==> config.mk <==
export PLATFORM = sky130hd
export DESIGN_NAME = alu_muldiv_sequencer
export DESIGN_NICKNAME = d
export VERILOG_FILES = /design/src/rtl/alu_muldiv_sequencer.sv
export SDC_FILE = /design/constraint.sdc
export NUM_CORES = 1
export LEC_CHECK = 0
export ABC_CLOCK_PERIOD_IN_PS = 2400
export CAP_MARGIN = 20
export CORE_UTILIZATION = 40
export DETAILED_ROUTE_END_ITERATION = 6
export PLACE_DENSITY = 0.84
export SKIP_LAST_GASP = 1
export SLEW_MARGIN = 20
export SYNTH_ARGS = -nofsm -noshare
export SYNTH_HDL_FRONTEND = slang
export SYNTH_SLANG_ARGS = --single-unit
==> constraint.sdc <==
create_clock -name clk -period 2.4 [get_ports clk]
set_input_delay 0.24 -clock clk [delete_from_list [all_inputs] [get_ports clk]]
set_output_delay 0.24 -clock clk [all_outputs]
set_load 0.01 [all_outputs]
==> src/rtl/alu_muldiv_sequencer.sv <==
`default_nettype none
// ============================================================================
// Module   : alu_muldiv_sequencer
// Brief    : Multi-cycle 16x16 unsigned multiply / 16/16 unsigned divide that
//            borrows the shared execute-stage ALU, one add or subtract per cycle.
//            Optional abort port enabled by defining MULDIV_ABORT_EN.
// Revision : 1.0 - initial release
// ============================================================================
module alu_muldiv_sequencer #(
    parameter int WIDTH = 16
) (
    input  logic             clk,
    input  logic             rst_n,
    input  logic             start_i,
    input  logic             mode_i,
    input  logic [WIDTH-1:0] opa_i,
    input  logic [WIDTH-1:0] opb_i,
`ifdef MULDIV_ABORT_EN
    input  logic             abort_i,
`endif
    output logic             busy_o,
    output logic             done_o,
    output logic [WIDTH-1:0] result_lo_o,
    output logic [WIDTH-1:0] result_hi_o,
    output logic             div_by_zero_o,
    output logic [WIDTH-1:0] alu_a_o,
    output logic [WIDTH-1:0] alu_b_o,
    output logic [4:0]       alu_op_o,
    input  logic [WIDTH-1:0] alu_q_i,
    input  logic             alu_carry_i
);

    localparam int            CW        = $clog2(WIDTH);
    localparam logic [CW-1:0] LAST_ITER = CW'(WIDTH - 1);

    localparam logic [1:0] S_IDLE = 2'd0;
    localparam logic [1:0] S_RUN  = 2'd1;
    localparam logic [1:0] S_DONE = 2'd2;

    localparam logic [4:0] ALU_ADD = 5'b00001;
    localparam logic [4:0] ALU_SUB = 5'b00011;

    logic [1:0]       state_q, state_d;
    logic [CW-1:0]    count_q, count_d;
    logic [WIDTH-1:0] hi_q, hi_d;
    logic [WIDTH-1:0] lo_q, lo_d;
    logic [WIDTH-1:0] opnd_q, opnd_d;
    logic             mode_q, mode_d;
    logic             dbz_q, dbz_d;

    logic             w_run;
    logic [WIDTH-1:0] w_div_a;
    logic             w_take;

    assign w_run   = (state_q == S_RUN);
    // Divide: shift next dividend bit into the partial remainder before the trial subtract.
    assign w_div_a = {hi_q[WIDTH-2:0], lo_q[WIDTH-1]};
    assign w_take  = hi_q[WIDTH-1] | alu_carry_i;

    always_comb begin
        alu_a_o  = '0;
        alu_b_o  = '0;
        alu_op_o = ALU_ADD;
        if (w_run) begin
            if (mode_q) begin
                alu_a_o  = w_div_a;
                alu_b_o  = opnd_q;
                alu_op_o = ALU_SUB;
            end else begin
                alu_a_o  = hi_q;
                alu_b_o  = lo_q[0] ? opnd_q : '0;
            end
        end
    end

    always_comb begin
        state_d = state_q;
        count_d = count_q;
        hi_d    = hi_q;
        lo_d    = lo_q;
        opnd_d  = opnd_q;
        mode_d  = mode_q;
        dbz_d   = dbz_q;
        case (state_q)
            S_IDLE: begin
                if (start_i) begin
                    count_d = '0;
                    mode_d  = mode_i;
                    opnd_d  = mode_i ? opb_i : opa_i;
                    if (mode_i && (opb_i == '0)) begin
                        lo_d    = '1;
                        hi_d    = opa_i;
                        dbz_d   = 1'b1;
                        state_d = S_DONE;
                    end else begin
                        lo_d    = mode_i ? opa_i : opb_i;
                        hi_d    = '0;
                        dbz_d   = 1'b0;
                        state_d = S_RUN;
                    end
                end
            end
            S_RUN: begin
                if (mode_q) begin
                    hi_d = w_take ? alu_q_i : w_div_a;
                    lo_d = {lo_q[WIDTH-2:0], w_take};
                end else begin
                    // Product shifts right one bit per iteration; carry becomes the new MSB.
                    hi_d = {alu_carry_i, alu_q_i[WIDTH-1:1]};
                    lo_d = {alu_q_i[0], lo_q[WIDTH-1:1]};
                end
                count_d = count_q + 1'b1;
                if (count_q == LAST_ITER) begin
                    state_d = S_DONE;
                end
`ifdef MULDIV_ABORT_EN
                if (abort_i) begin
                    hi_d    = hi_q;
                    lo_d    = lo_q;
                    count_d = '0;
                    dbz_d   = 1'b0;
                    state_d = S_IDLE;
                end
`endif
            end
            S_DONE: begin
                state_d = S_IDLE;
            end
            default: begin
                state_d = S_IDLE;
            end
        endcase
    end

    always_ff @(posedge clk or negedge rst_n) begin
        if (!rst_n) begin
            state_q <= S_IDLE;
            count_q <= '0;
            hi_q    <= '0;
            lo_q    <= '0;
            opnd_q  <= '0;
            mode_q  <= 1'b0;
            dbz_q   <= 1'b0;
        end else begin
            state_q <= state_d;
            count_q <= count_d;
            hi_q    <= hi_d;
            lo_q    <= lo_d;
            opnd_q  <= opnd_d;
            mode_q  <= mode_d;
            dbz_q   <= dbz_d;
        end
    end

    assign busy_o        = w_run;
    assign done_o        = (state_q == S_DONE);
    assign result_lo_o   = lo_q;
    assign result_hi_o   = hi_q;
    assign div_by_zero_o = dbz_q;

endmodule
`default_nettype wire
=== After elaboration in Yosys (flattened, before gate mapping) ===
Index checks and enable logic that the tools add are counted.
W data, S select, Z words.

* Logic and storage cells: 46
* Input bits: 53
* Latch bits: 0
* Bits in registers: 56
* Bits in read-only memories: 0
* Memories: 0
* Bits in writable memories: 0

* Multiplexer cells: 25
* Div/mod/pow operators: 0
* $add $sub $neg: 1
* Eq/ne operators: 5
* Bitwise operators: 1
* Multiply operators: 0
* Shifts and indexed selects: 0
* Magnitude comparators: 0
* Reductions and logical operators: 7

{| class="wikitable"
|+ Operator list
! kind !! count
|-
| $mux W16 || 14
|-
| $pmux W16 S2 || 2
|-
| $logic_not A16 Y1 || 1
|-
| $mux W2 || 5
|-
| $pmux W4 S2 || 1
|-
| $reduce_and A2 Y1 || 3
|-
| $add A4 B1 Y4 const B || 1
|-
| $eq A4 B4 Y1 const B || 1
|-
| $mux W4 || 1
|-
| $pmux W2 S2 || 1
|-
| $eq A2 B1 Y1 const B || 1
|-
| $eq A2 B2 Y1 const B || 1
|-
| $logic_not A2 Y1 || 1
|-
| $ne A2 B1 Y1 const B || 1
|-
| $ne A2 B2 Y1 const B || 1
|-
| $reduce_bool A2 Y1 || 1
|-
| $logic_and A1 B1 Y1 || 1
|-
| $mux W1 || 1
|-
| $or A1 B1 Y1 || 1
|}

=== Logic depth before layout (Yosys ltp) ===
* Depth in word-level cells: 5
* Mapped depth: 7

=== Least setup slack after synthesis ===
OpenSTA, ideal clock, no wires.

* Path type: input port to flip-flop
* Start: in mode_i
* End: reg hi_q[10] (netlist: result_hi_o[10])
* Setup time: 0.064 ns
* Cell stages on the path: 6
* Arrival time: 1.957 ns
* Buffers on the path: 2
* Data required time: 2.336 ns
* Path slack: 0.380 ns
* Cell sequence: buf_2 -> or4b_1 -> or4_4 -> nor4_4 -> buf_6 -> a21o_1

* Longest elaborated chain between the ends: 4

{| class="wikitable"
|+ RTL lines
! what !! line !! source
|-
| start, declared || 15 || <nowiki>input logic mode_i,</nowiki>
|-
| $logic_and A1 B1 Y1 || 90 || <nowiki>if (mode_i && (opb_i == '0)) begin</nowiki>
|-
| $mux W16 || 90 ||
|-
| $mux W16 || 86 || <nowiki>if (start_i) begin</nowiki>
|-
| $pmux W16 S2 || 84 || <nowiki>case (state_q)</nowiki>
|-
| end signal, assigned || 147 || <nowiki>hi_q <= hi_d;</nowiki>
|-
| end, declared || 45 || <nowiki>logic [WIDTH-1:0] hi_q, hi_d;</nowiki>
|}

No other way between the ends. The select of a mux whose other input is x is not followed.
A chain may end at the register's enable or synchronous reset.

=== Worst setup path after layout ===
* Start: reg state_q[1]
* End: out alu_b_o[4]

* Longest elaborated chain between the ends: 2

{| class="wikitable"
|+ RTL lines
! what !! line !! source
|-
| start, declared || 43 || <nowiki>logic [1:0] state_q, state_d;</nowiki>
|-
| start signal, assigned || 145 || <nowiki>state_q <= state_d;</nowiki>
|-
| $eq A2 B1 Y1 || 55 || <nowiki>assign w_run = (state_q == S_RUN);</nowiki>
|-
| $mux W16 || 64 || <nowiki>if (w_run) begin</nowiki>
|-
| end, declared || 27 || <nowiki>output logic [WIDTH-1:0] alu_b_o,</nowiki>
|}

No other way between the ends.

==> run summary <==
### Drt
* 3681 — total via count in the routed design
* 5 — DRT Pass-1 Iters
* 0 — post-detailed-route count of antenna-violating nets
* 5.899 — vias per inst
* 0 — DRC
* 18.15 um — Avg WL per Cell
* 326 — number of violations reported at the end of detailed-routing iteration 0
* 11320 um — final WL

### Finish
* 0.005111 mm^2 — post-route cell area
* 0.1124 — fraction of final layout cells with drive strength greater than 1
* 0 — Ant. Diodes
* 624 — Final Non-Filler Cells
* 569 — Final Net Count
* 41.94% — Area Growth Syn to Fin

### Clock network
* 2 — maximum number of buffers from clock root to sink
* 0 — post-CTS setup-driven buffer insertion count
* built — CTS tree
* 5 — number of buffers created by CTS
* 56 — number of clock sinks
* 0.10 ns — Clock transition at path regs
* clkbuf_8 — Clock Root Buffer
* 2 — level count of the clock H-tree
* 0.31 ns — clock latency on the worst-skew pair

### Synthesis
* 0.3892 — portion of the post-synthesis area used by sequential elements
* 1.000 — Async S/R FF share, synth
* 56 — Seq cells post-synth
* 397 — Mapped Cells
* 0 — EDFF count, synth
* dfrtp_1 — dominant synthesized flop cell
* 37 — distinct cell type count after synthesis
* 0 — total number of yosys warnings
* 9.070 um^2 — mean area per synthesized cell
* 0.003601 mm^2 — total standard cell area after synthesis

### Timing
* false — setup repair after global routing missed its margin
* 0.4429 GHz — Achievable Freq
* 0.007543 ns — clock tree skew after final layout
* 0.1424 ns — final setup margin
* 0 — endpoints failing setup
* 2.258 ns — final critical-path required period
* 0 — number of max-slew violations in the final report
* 0.5403 — max_slew headroom
* 0.9407 — Period Utilization, post-route
* 0 — final count of hold timing violations
* 0.6895 ns — Slew @ Worst Pin
* 0.4820 ns — worst hold slack after final layout

### Floorplanning
* 0.008721 mm^2 — area of the core region
* 96.88 um — die width
* 96.88 um — overall die height
* 0.009386 mm^2 — area of the die
* 125 — Top Ports
* 0.4129 — initial core utilization
* 34 — FP Rows

### Pwr
* 2.252 nW — standby leakage power
* 0.0007675 V — IR drop worst, VDD
* 6.336 mW — post-route total power
* 1240 mW/mm^2 — total power divided by cell area

### Worst setup path
* 2.02 ns — data arrival at the endpoint of the critical path
* output pin — kind of capture point of the worst setup path
* state_q[1] — origin of the worst setup path
* 4 — length in cells of the worst reg-to-reg path
* state_q[1] — worst flop-to-flop path startpoint
* 16 — maximum net fanout on the critical path
* alu_b_o[4] — endpoint of the worst setup timing path
* result_lo_o[0] — R2R Path End
* 0.72 ns — Register-to-Register Setup Slack
* reg2out — Setup CP Type
* flip-flop — kind of start point of the critical path
* 2.16 ns — Required @ worst endpoint

### Run status
* complete, no violations — result of the run

### Placement
* 120 — input/output buffers
* -0.04331 ns — post-placement worst setup slack
* 8400 um — Final HPWL DP
* 0.004994 mm^2 — placed cell areas
* 615 — Cell Count Post-Placement
* 0.8919 — routability congestion estimate

### Global route
* 0.2369 — GR Util All Layers
* 0 — remaining global-route overflow
* 17910 um — global-route wire length before repair
* 3504 — number of global-route vias before repair
* 52 — pin count of the biggest net entering global routing
* 0 — initial antenna violation count

### Flow run
* 0 — number of maximum-capacitance violations

### Hold path
* reg2reg — worst min path class

[logic make-up after synthesis]
family,after synthesis,synth area share
buffers and inverters,56,0.06567
adders and majority gates,1,0.003474
other,2,0.002086
and+or+nand+nor,82,0.1167
muxes,61,0.1744
DFF,56,0.3892
AOI/OAI and AO/OA,139,0.2484
[placed cells by master (no fill, tap or decap), types with 2 or more instances in the layout]
| master | n |
|---|---|
| a21oi_1 | 2 |
| buf_2 | 2 |
| o22ai_1 | 31 |
| or4_4 | 2 |
| o21ai_0 | 53 |
| a21o_1 | 14 |
| a31oi_1 | 15 |
| and2_1 | 17 |
| clkbuf_8 | 5 |
| nand2b_1 | 2 |
| o311a_1 | 15 |
| a21o_2 | 3 |
| or4_1 | 2 |
| nand2_1 | 25 |
| dfrtp_1 | 55 |
| a22o_1 | 2 |
| conb_1 | 4 |
| buf_12 | 2 |
| nand3_1 | 2 |
| mux2_2 | 14 |
| clkdlybuf4s50_1 | 118 |
| buf_4 | 25 |
| nor2_1 | 23 |
| mux2i_1 | 47 |
| inv_1 | 17 |
| nor2b_1 | 2 |
[worst max-delay path, stage by stage (launching register included)]
cell	delay, ns
dfrtp_1	0.44
nand2b_1	0.21
nor2_1	0.14
buf_4	0.20
and2_1	0.17
clkdlybuf4s50_1	0.54
[cells in the mapped netlist, types with 3 or more instances]
cell type  number  area [um^2]
dfrtp_1        56         1401
o21ai_0        53        265.3
mux2i_1        47        470.5
o22ai_1        31        193.9
clkbuf_1       27        101.4
nand2_1        25        93.84
nor2_1         24        90.09
and2_1         17        106.4
inv_1          17        63.81
a31oi_1        15        93.84
o311a_1        15        150.1
a21o_1         14        105.1
mux2_2         14        157.7
buf_1           4        15.01
buf_4           4        30.03
a21o_2          3        26.28
buf_2           3        15.01
[area by class of cell]
class | instances | area (um^2)
Clock inverter | 2 | 35.03
Inverter | 17 | 63.81
Fill cell | 729 | 3610
Clock buffer | 6 | 72.57
Tap cell | 108 | 135.1
Timing Repair Buffer | 148 | 1429
Sequential cell | 56 | 1403
Multi-Input combinational cell | 287 | 1973
[power by group]
group          switching, mW  internal [mW]  total, mW
Clock                  0.318          0.311      0.629
Combinational           1.76           2.11       3.88
Sequential             0.443           1.39       1.83
Total                   2.52           3.81       6.34
[how the worst min path moves through the flow]
stage / from / endpoint / slack, ns / depth (start not counted)
after floorplan: rst_n / count_q[0] / -0.06 / 0
after global placement: rst_n / result_hi_o[1] / 0.29 / 1
after detailed placement: rst_n / result_hi_o[1] / 0.31 / 1
after CTS: opnd_q[12] / opnd_q[12] / 0.49 / 2
after global routing: opnd_q[12] / opnd_q[12] / 0.50 / 2
final: opnd_q[12] / opnd_q[12] / 0.48 / 2
[registers in the layout (all words and copies together), names as in the netlist]
register,cells
count_q,4
div_by_zero_o,1
mode_q,1
opnd_q,16
result_hi_o,16
result_lo_o,16
state_q,2
[repair_timing]
action,4_1_cts,5_1_grt
endpoints found under the hold margin,26,0
hold buffers,1,0
gates resized for setup,0,0
[metrics by stage]
stage	TNS, ns	utilization
after global placement	-0.09529	0.5726
after detailed placement	-0.4603	0.5726
after global routing	0	0.5861
final	0	0.5861
after floorplan	0	-
after CTS	0	0.5861
[per-layer routing]
metal	global-route usage	vias up	part of all wire	wire [um]
met3	0.04335	30	0.070	793
met4	0.09414	0	0.028	321
li1	-	1682	-	-
met5	0	-	0	0
met1	0.3173	1783	0.42	4765
met2	0.3787	186	0.48	5442
(Power assumes the default switching activity.)
